### src/rtl/redmule_tcdm_scheduler_if.sv
`default_nettype none
// ============================================================================
// Module      : redmule_tcdm_scheduler_if
// Description : Bundle between the TCDM scheduler, the streamer requesters
//               and the shared TCDM port.
//               master : the scheduler (drives grants, TCDM request, steering)
//               slave  : the surrounding streamer / memory side
//               Control : clear_i, enable_i
//               Loads   : ld_req_i, ld_gnt_o, ld_rvalid_o
//               Store   : st_req_i, st_urgent_i, st_gnt_o
//               TCDM    : tcdm_req_o, tcdm_wen_o, tcdm_gnt_i, tcdm_r_valid_i
//               Status  : owner_o, busy_o, err_o
// Revision    : 1.0 - initial release
// ============================================================================
interface redmule_tcdm_scheduler_if #(
    parameter int N_LD  = 3,
    parameter int OWN_W = 2
);
    logic              clear_i;
    logic              enable_i;
    logic [N_LD-1:0]   ld_req_i;
    logic [N_LD-1:0]   ld_gnt_o;
    logic              st_req_i;
    logic              st_urgent_i;
    logic              st_gnt_o;
    logic              tcdm_req_o;
    logic              tcdm_wen_o;
    logic              tcdm_gnt_i;
    logic              tcdm_r_valid_i;
    logic [OWN_W-1:0]  owner_o;
    logic [N_LD-1:0]   ld_rvalid_o;
    logic              busy_o;
    logic              err_o;

    modport master (
        input  clear_i, enable_i, ld_req_i, st_req_i, st_urgent_i,
               tcdm_gnt_i, tcdm_r_valid_i,
        output ld_gnt_o, st_gnt_o, tcdm_req_o, tcdm_wen_o, owner_o,
               ld_rvalid_o, busy_o, err_o
    );

    modport slave (
        output clear_i, enable_i, ld_req_i, st_req_i, st_urgent_i,
               tcdm_gnt_i, tcdm_r_valid_i,
        input  ld_gnt_o, st_gnt_o, tcdm_req_o, tcdm_wen_o, owner_o,
               ld_rvalid_o, busy_o, err_o
    );
endinterface
`default_nettype wire

### src/rtl/redmule_tcdm_scheduler.sv
`default_nettype none
// ============================================================================
// Module      : redmule_tcdm_scheduler
// Description : Shares one TCDM port between N_LD load requesters (X, W, Y)
//               and one store requester (Z). Round-robin ownership with burst
//               locking, urgent-store preemption, and an in-order owner FIFO
//               that steers read responses back to the issuing load channel.
// Ports       : clk_i, rst_i (sync, active-high)
//               bus : redmule_tcdm_scheduler_if.master (requests, grants,
//                     TCDM handshake, response steering, status)
// Revision    : 1.0 - initial release
// ============================================================================
module redmule_tcdm_scheduler #(
    parameter int N_LD      = 3,
    parameter int BURST_LEN = 4,
    parameter int MAX_OUTST = 2,
    parameter int OWN_W     = 2
) (
    input  wire logic                        clk_i,
    input  wire logic                        rst_i,
    redmule_tcdm_scheduler_if.master         bus
);

    localparam int               c_burst_w = $clog2(BURST_LEN + 1);
    localparam int               c_cnt_w   = $clog2(MAX_OUTST + 1);
    localparam int               c_ptr_w   = (MAX_OUTST > 1) ? $clog2(MAX_OUTST) : 1;
    localparam logic [OWN_W-1:0] c_st_own  = OWN_W'(N_LD);

    typedef enum logic [1:0] {
        S_IDLE  = 2'd0,
        S_LOAD  = 2'd1,
        S_STORE = 2'd2
    } state_t;

    state_t                 r_state;
    logic [OWN_W-1:0]       r_owner;
    logic [OWN_W-1:0]       r_rr;
    logic [c_burst_w-1:0]   r_burst;
    logic [OWN_W-1:0]       r_fifo [MAX_OUTST];
    logic [c_ptr_w-1:0]     r_wptr;
    logic [c_ptr_w-1:0]     r_rptr;
    logic [c_cnt_w-1:0]     r_fcnt;
    logic                   r_err;

    // First requester found scanning start, start+1, ... over {loads, store}.
    // Result is {found, index}.
    function automatic logic [OWN_W:0] f_pick(input logic [OWN_W-1:0] start,
                                              input logic [N_LD:0]    reqs);
        logic             found;
        logic [OWN_W-1:0] idx;
        int               k;
        found = 1'b0;
        idx   = '0;
        for (int i = 0; i <= N_LD; i++) begin
            k = int'(start) + i;
            if (k > N_LD) k = k - (N_LD + 1);
            if (!found && reqs[k[OWN_W-1:0]]) begin
                found = 1'b1;
                idx   = k[OWN_W-1:0];
            end
        end
        return {found, idx};
    endfunction

    logic [N_LD:0]      w_reqs;
    logic               w_active;
    logic               w_own_req;
    logic               w_fifo_full;
    logic               w_fifo_empty;
    logic               w_req;
    logic               w_hs;
    logic               w_urgent;
    logic               w_release;
    logic               w_push;
    logic               w_pop;
    logic [OWN_W-1:0]   w_rr_next;
    logic [OWN_W:0]     w_pick;
    logic               w_go;
    logic [OWN_W-1:0]   w_new_owner;
    logic [N_LD:0]      w_gnt_vec;
    logic [N_LD-1:0]    w_ld_rvalid;

    assign w_reqs       = {bus.st_req_i, bus.ld_req_i};
    assign w_active     = (r_state != S_IDLE);
    assign w_own_req    = w_reqs[r_owner];
    assign w_fifo_full  = (r_fcnt == c_cnt_w'(MAX_OUTST));
    assign w_fifo_empty = (r_fcnt == '0);
    assign w_urgent     = bus.st_urgent_i & bus.st_req_i;

    // Stores bypass the FIFO, so only loads are throttled by it.
    assign w_req  = w_active & w_own_req & bus.enable_i &
                    ((r_state == S_STORE) | ~w_fifo_full);
    assign w_hs   = w_req & bus.tcdm_gnt_i;
    assign w_push = w_hs & (r_state == S_LOAD);
    assign w_pop  = bus.tcdm_r_valid_i & ~w_fifo_empty;

    // Raw request low releases; a request masked by a full FIFO does not.
    assign w_release = w_active &
                       (~w_own_req |
                        (w_hs & (r_burst == c_burst_w'(BURST_LEN - 1))) |
                        ((r_state == S_LOAD) & w_urgent & w_hs));

    assign w_rr_next   = (r_owner == c_st_own) ? '0 : r_owner + 1'b1;
    // Arbitration scans from the pointer that will be in effect after release.
    assign w_pick      = f_pick(w_active ? w_rr_next : r_rr, w_reqs);
    assign w_go        = w_urgent | w_pick[OWN_W];
    assign w_new_owner = w_urgent ? c_st_own : w_pick[OWN_W-1:0];

    always_comb begin
        w_gnt_vec = '0;
        if (w_active) w_gnt_vec[r_owner] = w_hs;
    end

    always_comb begin
        w_ld_rvalid = '0;
        if (w_pop) w_ld_rvalid[r_fifo[r_rptr]] = 1'b1;
    end

    always_ff @(posedge clk_i) begin
        if (rst_i || bus.clear_i) begin
            r_state <= S_IDLE;
            r_owner <= '0;
            r_rr    <= '0;
            r_burst <= '0;
            r_wptr  <= '0;
            r_rptr  <= '0;
            r_fcnt  <= '0;
            r_err   <= 1'b0;
        end else begin
            // Responses drain even while disabled.
            if (w_push) begin
                r_fifo[r_wptr] <= r_owner;
                r_wptr <= (r_wptr == c_ptr_w'(MAX_OUTST - 1)) ? '0 : r_wptr + 1'b1;
            end
            if (w_pop) begin
                r_rptr <= (r_rptr == c_ptr_w'(MAX_OUTST - 1)) ? '0 : r_rptr + 1'b1;
            end
            case ({w_push, w_pop})
                2'b10:   r_fcnt <= r_fcnt + 1'b1;
                2'b01:   r_fcnt <= r_fcnt - 1'b1;
                default: r_fcnt <= r_fcnt;
            endcase
            if (bus.tcdm_r_valid_i && w_fifo_empty) r_err <= 1'b1;

            if (bus.enable_i) begin
                if (!w_active || w_release) begin
                    if (w_active) begin
                        r_rr    <= w_rr_next;
                        r_burst <= '0;
                    end
                    if (w_go) begin
                        r_state <= (w_new_owner == c_st_own) ? S_STORE : S_LOAD;
                        r_owner <= w_new_owner;
                    end else begin
                        r_state <= S_IDLE;
                    end
                end else if (w_hs) begin
                    r_burst <= r_burst + 1'b1;
                end
            end
        end
    end

    assign bus.ld_gnt_o    = w_gnt_vec[N_LD-1:0];
    assign bus.st_gnt_o    = w_gnt_vec[N_LD];
    assign bus.tcdm_req_o  = w_req;
    assign bus.tcdm_wen_o  = (r_state != S_STORE);
    assign bus.owner_o     = r_owner;
    assign bus.ld_rvalid_o = w_ld_rvalid;
    assign bus.busy_o      = w_active | ~w_fifo_empty;
    assign bus.err_o       = r_err;

endmodule
`default_nettype wire

### src/flat_wrapper.sv
// flat-port wrapper written by rule: the top's interface ports become plain ports
module redmule_tcdm_scheduler_flat 
#(
    parameter int N_LD      = 3,
    parameter int BURST_LEN = 4,
    parameter int MAX_OUTST = 2,
    parameter int OWN_W     = 2
)
  (clk_i, rst_i, bus_clear_i, bus_enable_i, bus_ld_req_i, bus_st_req_i, bus_st_urgent_i, bus_tcdm_gnt_i, bus_tcdm_r_valid_i, bus_ld_gnt_o, bus_st_gnt_o, bus_tcdm_req_o, bus_tcdm_wen_o, bus_owner_o, bus_ld_rvalid_o, bus_busy_o, bus_err_o);
  redmule_tcdm_scheduler_if #(.N_LD(N_LD), .OWN_W(OWN_W)) bus_i ();
  input  wire logic clk_i;
  input  wire logic rst_i;
  input wire logic [$bits(bus_i.clear_i)-1:0] bus_clear_i;
  input wire logic [$bits(bus_i.enable_i)-1:0] bus_enable_i;
  input wire logic [$bits(bus_i.ld_req_i)-1:0] bus_ld_req_i;
  input wire logic [$bits(bus_i.st_req_i)-1:0] bus_st_req_i;
  input wire logic [$bits(bus_i.st_urgent_i)-1:0] bus_st_urgent_i;
  input wire logic [$bits(bus_i.tcdm_gnt_i)-1:0] bus_tcdm_gnt_i;
  input wire logic [$bits(bus_i.tcdm_r_valid_i)-1:0] bus_tcdm_r_valid_i;
  output wire logic [$bits(bus_i.ld_gnt_o)-1:0] bus_ld_gnt_o;
  output wire logic [$bits(bus_i.st_gnt_o)-1:0] bus_st_gnt_o;
  output wire logic [$bits(bus_i.tcdm_req_o)-1:0] bus_tcdm_req_o;
  output wire logic [$bits(bus_i.tcdm_wen_o)-1:0] bus_tcdm_wen_o;
  output wire logic [$bits(bus_i.owner_o)-1:0] bus_owner_o;
  output wire logic [$bits(bus_i.ld_rvalid_o)-1:0] bus_ld_rvalid_o;
  output wire logic [$bits(bus_i.busy_o)-1:0] bus_busy_o;
  output wire logic [$bits(bus_i.err_o)-1:0] bus_err_o;
  assign bus_i.clear_i = bus_clear_i;
  assign bus_i.enable_i = bus_enable_i;
  assign bus_i.ld_req_i = bus_ld_req_i;
  assign bus_i.st_req_i = bus_st_req_i;
  assign bus_i.st_urgent_i = bus_st_urgent_i;
  assign bus_i.tcdm_gnt_i = bus_tcdm_gnt_i;
  assign bus_i.tcdm_r_valid_i = bus_tcdm_r_valid_i;
  assign bus_ld_gnt_o = bus_i.ld_gnt_o;
  assign bus_st_gnt_o = bus_i.st_gnt_o;
  assign bus_tcdm_req_o = bus_i.tcdm_req_o;
  assign bus_tcdm_wen_o = bus_i.tcdm_wen_o;
  assign bus_owner_o = bus_i.owner_o;
  assign bus_ld_rvalid_o = bus_i.ld_rvalid_o;
  assign bus_busy_o = bus_i.busy_o;
  assign bus_err_o = bus_i.err_o;
  redmule_tcdm_scheduler #(.N_LD(N_LD), .BURST_LEN(BURST_LEN), .MAX_OUTST(MAX_OUTST), .OWN_W(OWN_W)) u_core (.clk_i(clk_i), .rst_i(rst_i), .bus(bus_i));
endmodule
### config.mk
export PLATFORM = sky130hd
export DESIGN_NAME = redmule_tcdm_scheduler_flat
export DESIGN_NICKNAME = d
export VERILOG_FILES = /design/src/rtl/redmule_tcdm_scheduler_if.sv /design/src/rtl/redmule_tcdm_scheduler.sv /design/src/flat_wrapper.sv
export SDC_FILE = /design/constraint.sdc
export NUM_CORES = 1
export LEC_CHECK = 0
export BUFFER_PORTS_ARGS = -buffer_cell sky130_fd_sc_hd__buf_2
export CAP_MARGIN = 20
export CORE_ASPECT_RATIO = 0.7
export CORE_UTILIZATION = 50
export DETAILED_ROUTE_END_ITERATION = 10
export PLACE_DENSITY = 0.73
export SLEW_MARGIN = 20
export SYNTH_ARGS = -nofsm -noshare
export SYNTH_HDL_FRONTEND = slang
export SYNTH_SLANG_ARGS = --single-unit
### constraint.sdc
create_clock -name clk_i -period 4.85 [get_ports clk_i]
set_input_delay 0.97 -clock clk_i [delete_from_list [all_inputs] [get_ports clk_i]]
set_output_delay 0.97 -clock clk_i [all_outputs]
set_load 0.02 [all_outputs]
==> impl_results.md, run 1 <==
* Result of the run: completed
* Total number of vias at 1154
* Worst Min Path Start: u_core.bus.err_o
* Buf+Inv Stages, Crit Path at 2
* All-layer global routing usage at 24.5%
* Pwr Density at 222 mW/mm²
* WS Path Type: primary input to output pin
* Final Net Count at 190
* Most frequent cell on the critical path: buf_2
* Die Ht at 43.5 µm
* Data required time at the worst endpoint at 3880 ps
* FF+latch area at 420 µm²
* Initial Util at 55.2%
* Number of detailed-routing iterations run before antenna repair at 4
* Antenna violations before repair at 0
* Portion of synthesized cell area occupied by the leading cell type at 24.5%
* Mean Syn Cell Area at 8.24 µm²
* Static leakage at 0.580 nW
* Antenna cells at 0
* YS warnings at 0
* Average routed wire per standard cell at 14.0 µm
* Maximum number of pins on one net before global-route repair at 16
* Final wirelength at 2850 µm
* Via count of the first global-routing pass at 1025
* Stage delay of the slowest cell on the critical path at 510 ps
* Worst setup SP type: primary input
* Remaining routing DRC violations at 0
* Final worst clock skew at 3.13 ps
* Nature of the critical path endpoint: output pin
* Number of enable-type register cells in the synthesized netlist at 4
* Clock latency reported for the late side of the worst-skew pair at 300 ps
* I/O pin total at 24
* Cell area after synthesis at 0.00123 mm²
* Total nets after synthesis at 167
* Number of buffers created by CTS at 3
* Die extent in x at 61.2 µm
* Fraction of layout instances using a drive strength above 1 at 22.2%
* Pins Over Slew Limit at 0
* Final Critical Period at 3200 ps
* Slowest cell on the critical path: mux4_2
* Count of nets left with antenna violations after detail routing at 0
* Library cell with the highest instance count after synthesis: nor2_1
* # clock sinks at 19
* PostCTS Resize Cnt at 0
* Critical Path Source: bus_st_req_i
* Combined area of the multi-input logic cells at 739 µm²
* Worst Tran Pin Value at 601 ps
* Count of different cell masters after synthesis at 42
* Clock slew at the register clock pins of the worst setup and hold paths at 100 ps
* CP top delay family: multiplexers
* Max IR drop VDD at 0.129 mV
* Instance count of the mapped netlist at 149
* Detailed Place HPWL at 2240 µm
* Placeable core region at 0.00222 mm²
* Utilization after layout at 62.2%
* Setup-violating endpoint count in the final report at 0
* Post-CTS Hold Fix Bufs at 0
* Slew Limit Headroom at 59.5%
* Critical path, cell by cell: buf_2, mux4_2, nand3_1, nor2_1, and2_1, buf_2
* Deepest clock path buffer count at 2
* Most common flop cell mapped by yosys: dfxtp_1
* Area enclosed by the die boundary at 0.00266 mm²
* Synth-to-Final Area Change at 12.7%
* Number of buffers inserted by post-CTS setup repair at 0
* Cell type with the highest aggregate area in the netlist: dfxtp_1
* Total Neg Setup Slack at 0 ps
* Number of levels in the clock H-tree at 1
* Number of fillers in the final layout at 211
* First-iteration detailed-routing DRC count at 61
* Most frequent cells after synthesis: 23 x nor2_1, 15 x dfxtp_1, 13 x nand2_1
* Largest cells by area after synthesis: dfxtp_1 24%, edfxtp_1 9.8%, ha_1 7.1%, nor2_1 7.0%, nand2_1 4.0%
* GR Overflow Total at 0
* Source of the worst register-to-register timing path: u_core.bus.owner_o[0]
* Synth Register Bits at 19
* Final weighted congestion in routability-driven placement at 0.895
* Portion of the post-synthesis area used by sequential elements at 34.3%
* Fraction of registers with async set or reset after synthesis at 0%
* RSZ-0062 raised after global routing: no
* Final number of hold-violating endpoints at 0
* Wire length of the first global-routing pass at 4690 µm
* Clock tree from TritonCTS: done
* Placement row count at 14
* Number of max-cap violations at 0
* Via density per instance at 5.68
* Root buffer selected by CTS: clkbuf_4
* Maximum fanout count along the critical path at 8
* Arrival time reported for the critical path endpoint at 2230 ps
* Tightest Hold Check Type: register to register
* Final cycle utilization of the critical path at 65.9%
* Highest clock rate at 0.313 GHz
* PortBufs at 23
## layout make-up
type	count	share of cell area, %
Multi-Input combinational cell	114	53.4
Sequential cell	19	30.4
Timing Repair Buffer	23	8.32
Inverter	11	2.98
Tap cell	32	2.89
Clock buffer	3	1.63
Clock inverter	1	0.362
## flip-flops by register name, summed over array words and instances, names as in the netlist, 2 cells and up, named ones only
| name | cells |
|---|---|
| u_core.bus.owner_o | 2 |
| u_core.r_state | 2 |
| u_core.r_rr | 2 |
| u_core.r_fcnt | 2 |
| u_core.r_burst | 3 |
| u_core.r_fifo | 4 |
## per-layer routing
metal	track usage, %	wire length, µm	vias to the layer above
met5	0	0	-
met4	7.73	35	0
met3	5.97	190	5
met2	37.2	1270	42
met1	34.5	1350	526
li1	-	-	581
## cell usage in the layout, fill, tap and decap left out, types with 3 or more instances in the layout
cell	n
inv_1	11
nor2_1	23
a211oi_1	3
buf_2	23
or2_2	3
and2_1	4
dfxtp_1	15
nor3_1	6
edfxtp_1	4
clkbuf_4	3
ha_1	7
o21ai_0	9
a21oi_1	7
nand2_1	13
a32oi_1	3
nand3_1	4
## worst reg2reg max path: stages, from the launching register on
cell and delay (ps):
dfxtp_1 560, inv_1 130, ha_1 340, o21ai_0 150, nand2_1 190, maj3_1 370, o221ai_1 300, o21ai_0 180
o221a_1 250
## where the power goes
part	switching [mW]	internal, mW	leakage, nW
clock	0.0490	0.0308	0.0177
combinational	0.0361	0.0223	0.405
sequential	0.00505	0.164	0.157
## per-stage QoR
step / power (mW) / std cells / instance area [µm²] / hold slack (ps) / worst slack, ps
after floorplan: 0.212 / 149 / 1230 / 432 / 1990
after global placement: 0.229 / 199 / 1360 / 444 / 1700
after detailed placement: 0.230 / 199 / 1360 / 452 / 1670
after CTS: 0.309 / 203 / 1380 / 478 / 1660
after global routing: 0.323 / 203 / 1380 / 501 / 1580
final: 0.307 / 203 / 1380 / 471 / 1650
## logic make-up after synthesis
group	after synthesis	synth area share [%]
compound gates	35	20.7
simple gates	66	26.9
mux	1	1.83
buf+inv	16	5.50
flops	19	34.3
fa+ha+maj	8	7.95
xor+xnor	4	2.85
## final timing paths
| path | endpoint | slack [ps] | depth (start not counted) |
|---|---|---|---|
| max | bus_ld_gnt_o[2] | 1650 | 6 |
| min | u_core.bus.err_o | 470 | 2 |
| max reg2reg | u_core.r_state[0] | 2290 | 8 |
| min reg2reg | u_core.bus.err_o | 470 | 2 |
Power figures use the tool's default switching activity.
==> run 2, diff against run 1 <==
Clock period 4.85 ns to 3.2 ns, I/O delays scaled along.
==> run 2 against run 1 <==
Sequential cell count unchanged; register-to-register slack worse by 1700 ps; count of clock-buffer cells in the layout unchanged; worst hold slack about the same; non-clock buffer count unchanged; clock skew up 1.8 ps; first-iteration DRC count down 33%; critical path type is now register to output pin; global-route usage down 1.4 points; largest cell class unchanged; worst setup slack worse by 1200 ps.
==> impl_results.md, run 2 (synthesis gave the netlist of run 1 again) <==
* Result of the run: completed
* Clock slew at the register clock pins of the worst setup and hold paths at 110 ps
* Worst Tran Pin Value at 694 ps
* I/O pin total at 24
* Part of the total power dissipated in sequential elements at 54.5%
* Final cycle utilization of the critical path at 85.2%
* Antenna cells at 0
* Number of fillers in the final layout at 213
* Hold slack at 472 ps
* Fraction of layout instances using a drive strength above 1 at 22.2%
* Layout Cells excl Fill at 203
* Initial Util at 55.2%
* Final worst clock skew at 4.91 ps
* Total Neg Setup Slack at 0 ps
* Antenna violations before repair at 0
* Maximum fanout count along the critical path at 9
* First-iteration detailed-routing DRC count at 41
* Number of detailed-routing iterations run before antenna repair at 4
* Via count of the first global-routing pass at 988
* Count of nets left with antenna violations after detail routing at 0
* GR Overflow Total at 0
* Via density per instance at 5.79
* Post-CTS Hold Fix Bufs at 0
* Synth-to-Final Area Change at 12.7%
* Number of levels in the clock H-tree at 1
* Register bank with the most flops: u_core.r_fifo
* Worst-case reg-to-reg path depth at 8
* # clock sinks at 19
* Deepest clock path buffer count at 2
* Placeable core region at 0.00222 mm²
* Total number of vias at 1176
* Placement row count at 14
* Int Power at 0.329 mW
* All-layer global routing usage at 23.1%
* Worst Hold Path Cells at 2
* Number of buffers inserted by post-CTS setup repair at 0
* Proportion of power drawn by combinational gates at 19.2%
* Post-placement worst setup slack at 574 ps
* Clock tree from TritonCTS: done
* Die extent in x at 61.2 µm
* Wire length of the first global-routing pass at 4530 µm
* Final worst slack at 474 ps
* Final weighted congestion in routability-driven placement at 1.01
* Nature of the critical path endpoint: output pin
* Remaining routing DRC violations at 0
* Largest register FFs at 4
* Arrival time reported for the critical path endpoint at 2090 ps
* Final Critical Period at 2730 ps
* Tightest Hold Check Type: register to register
* Slew Limit Headroom at 53.2%
* Worst setup SP type: register
* Most used cells in the layout excluding fill and tap cells: 23 x nor2_1, 23 x buf_2, 15 x dfxtp_1, 13 x nand2_1, 11 x inv_1
* Area enclosed by the die boundary at 0.00266 mm²
* Switching power share of the total at 29.9%
* Relative contribution of the clock network to total power at 26.3%
* Maximum number of pins on one net before global-route repair at 16
* Final wirelength at 2890 µm
* PostCTS Resize Cnt at 0
* Clock latency reported for the late side of the worst-skew pair at 300 ps
* Data required time at the worst endpoint at 2560 ps
* Utilization after layout at 62.2%
* Setup-violating endpoint count in the final report at 0
* Pins Over Slew Limit at 0
* Pwr Density at 339 mW/mm²
* Final Net Count at 190
* Final number of hold-violating endpoints at 0
* Number of max-cap violations at 0
* Die Ht at 43.5 µm
* Average routed wire per standard cell at 14.2 µm
* Static leakage at 0.580 nW
* Detailed Place HPWL at 2230 µm
* Max IR drop VDD at 0.194 mV
* R2R Setup Slk at 590 ps
* Registers with the highest flip-flop counts: u_core.r_fifo (4), u_core.r_burst (3)
* PortBufs at 23
* WS Path Type: register to output pin
* RSZ-0062 raised after global routing: no
* Switching component of the power at 0.141 mW
* Highest clock rate at 0.367 GHz
* Number of placed instances with taps included at 199
* Root buffer selected by CTS: clkbuf_4
* Number of buffers created by CTS at 3
## run 2: cell counts in the layout (fill, tap and decap cells not counted)
No cell type changed its count.
## run 2: critical path, cell delays in order (launching register included)
cell and delay, ps:
dfxtp_1 570, mux4_2 590, nand3_1 150, nor2_1 110, and2_1 210, buf_2 160
## run 2: final cells by class
class,instances,area [µm²],area share (%)
repair buffers,23,115,8.32
inverters,11,41.3,2.98
flip-flops and latches,19,420,30.4
well taps,32,40.0,2.89
clock buffers,3,22.5,1.63
multi-input cells,114,739,53.4
clock inverters,1,5.00,0.362
## run 2: metal layers
metal | share of wire, % | track usage, %
met1 | 48 | 31.4
met2 | 47 | 38.5
met3 | 5.3 | 5.37
met4 | 0.17 | 2.73
met5 | 0 | 0
## run 2: worst paths after layout
kind                          from                end
max reg2reg  u_core.bus.owner_o[0]  u_core.r_state[0]
max          u_core.bus.owner_o[0]       bus_st_gnt_o
min reg2reg      u_core.r_burst[2]  u_core.r_burst[2]
min              u_core.r_burst[2]  u_core.r_burst[2]
## run 2: power by group through the flow
stage	clock network, mW	logic, mW	registers, mW
4_1_cts	0.124	0.0885	0.256
3_3_place_gp	0	0.0842	0.261
3_5_place_dp	0	0.0880	0.261
2_1_floorplan	0	0.0597	0.261
6_report	0.124	0.0900	0.256
5_1_grt	0.133	0.0996	0.257
## run 2: through the flow
step / cell area (µm²) / total power, mW
after floorplan: 1230 / 0.321
after global placement: 1360 / 0.346
after detailed placement: 1360 / 0.349
after CTS: 1380 / 0.469
after global routing: 1380 / 0.489
final: 1380 / 0.470
==> run 3, diff against run 2 <==
Settings changed: BUFFER_PORTS_ARGS -buffer_cell sky130_fd_sc_hd__buf_2 to -buffer_cell sky130_fd_sc_hd__clkbuf_2.
==> run 3 against run 2 <==
Wire length rose by 2.7%; cell count did not move; highest routed layer unchanged; clock power rose by 5%.
==> impl_results.md, run 3 (synthesis gave the netlist of run 1 again) <==
* PortBufs at 23
* Final Net Count at 190
* Switching power share of the total at 30.8%
* Slowest cell on the critical path: mux4_2
* Worst setup SP type: register
* Root buffer selected by CTS: clkbuf_4
* Final weighted congestion in routability-driven placement at 0.996
* Total number of vias at 1200
* Antenna violations before repair at 0
* Count of nets left with antenna violations after detail routing at 0
* Result of the run: completed
* Maximum number of pins on one net before global-route repair at 16
* Post-layout instance area at 0.00138 mm²
* Worst Tran Pin Value at 713 ps
* RSZ-0062 raised after global routing: no
* Die extent in x at 61.2 µm
* Antenna cells at 0
* Highest clock rate at 0.369 GHz
* Final worst clock skew at 5.04 ps
* Number of levels in the clock H-tree at 1
* GR Overflow Total at 0
* Final wirelength at 2960 µm
* Pwr Density at 343 mW/mm²
* Placeable core region at 0.00222 mm²
* Nature of the critical path endpoint: output pin
* Max IR drop VDD at 0.191 mV
* Critical path, cell by cell: mux4_2, nand3_1, nor2_1, and2_1, clkbuf_2
* Via density per instance at 5.91
* Most used cells in the layout excluding fill and tap cells: 23 x nor2_1, 23 x clkbuf_2, 15 x dfxtp_1, 13 x nand2_1, 11 x inv_1
* Registers with the highest flip-flop counts: u_core.r_fifo (4), u_core.r_burst (3)
* WS Path Type: register to output pin
* Dpl cell area at 0.00136 mm²
* Synth-to-Final Area Change at 12.7%
* Stage delay of the slowest cell on the critical path at 580 ps
* Clock slew at the register clock pins of the worst setup and hold paths at 120 ps
* Maximum fanout count along the critical path at 9
* Proportion of power drawn by combinational gates at 18.8%
* Number of buffers created by CTS at 3
* Setup-violating endpoint count in the final report at 0
* I/O pin total at 24
* Slew Limit Headroom at 52.0%
* Area enclosed by the die boundary at 0.00266 mm²
* Final cycle utilization of the critical path at 84.6%
* Switching component of the power at 0.146 mW
* Int Power at 0.329 mW
* Post-CTS Hold Fix Bufs at 0
* PostCTS Resize Cnt at 0
* Hold slack at 471 ps
* Final number of hold-violating endpoints at 0
* First-iteration detailed-routing DRC count at 32
* Arrival time reported for the critical path endpoint at 2070 ps
* Placement row count at 14
* Pins Over Slew Limit at 0
* Wire length of the first global-routing pass at 4800 µm
* Part of the total power dissipated in sequential elements at 53.9%
* # clock sinks at 19
* Die Ht at 43.5 µm
* Total Neg Setup Slack at 0 ps
* Via count of the first global-routing pass at 1071
* Deepest clock path buffer count at 2
* Data required time at the worst endpoint at 2560 ps
* Relative contribution of the clock network to total power at 27.3%
* Number of detailed-routing iterations run before antenna repair at 4
* Number of buffers inserted by post-CTS setup repair at 0
* Initial Util at 55.2%
* Register bank with the most flops: u_core.r_fifo
* Remaining routing DRC violations at 0
* Clock latency reported for the late side of the worst-skew pair at 310 ps
* Tightest Hold Check Type: register to register
* Fraction of layout instances using a drive strength above 1 at 22.2%
* Clock tree from TritonCTS: done
* Detailed Place HPWL at 2270 µm
* Number of max-cap violations at 0
* All-layer global routing usage at 25.0%
* Largest register FFs at 4
* Final Critical Period at 2710 ps
* Static leakage at 0.573 nW
* Average routed wire per standard cell at 14.6 µm
-- run 3: final timing paths --
path / start / endpoint / slack, ps / cells past startpoint
setup / recovery: u_core.bus.owner_o[0] / bus_st_gnt_o / 490 / 5
hold / removal: u_core.r_burst[2] / u_core.r_burst[2] / 470 / 2
setup reg to reg: u_core.bus.owner_o[0] / u_core.r_state[0] / 620 / 8
hold reg to reg: u_core.r_burst[2] / u_core.r_burst[2] / 470 / 2
-- run 3: power groups by stage --
stage | logic (mW) | registers, mW | clock network (mW)
floorplan | 0.0597 | 0.261 | 0
global placement | 0.0843 | 0.261 | 0
detailed placement | 0.0883 | 0.261 | 0
CTS | 0.0888 | 0.256 | 0.131
global route | 0.0992 | 0.257 | 0.145
finish | 0.0896 | 0.256 | 0.130
-- run 3: layout make-up --
class | count | area, µm²
clock buffers | 3 | 22.5
clock inverters | 1 | 5.00
fillers | 214 | 841
inverters | 11 | 41.3
multi-input cells | 114 | 739
flip-flops and latches | 19 | 420
well taps | 32 | 40.0
repair buffers | 23 | 115
-- run 3: through the flow --
step / util (%) / power, mW / std cells / worst slack [ps]
floorplan: - / 0.321 / 149 / 854
global placement: 61.0 / 0.346 / 199 / 632
detailed placement: 61.0 / 0.350 / 199 / 531
CTS: 62.2 / 0.476 / 203 / 475
global route: 62.2 / 0.501 / 203 / 375
finish: 62.2 / 0.475 / 203 / 491
-- run 3: per-layer routing --
layer	wire (µm)	track usage, %	share of wire, %	up-vias
met2	1390	42.0	47	47
met3	219	7.16	7.4	6
met5	0	0	0	-
li1	-	-	-	579
met1	1310	31.0	44	568
met4	42	7.73	1.4	0
-- run 3: critical path: cells and delay by family (launching register included) --
kind / cells / cell delay [ps]
mux: 1 / 580
buf+inv: 1 / 160
simple gates: 3 / 480
flops: 1 / 550
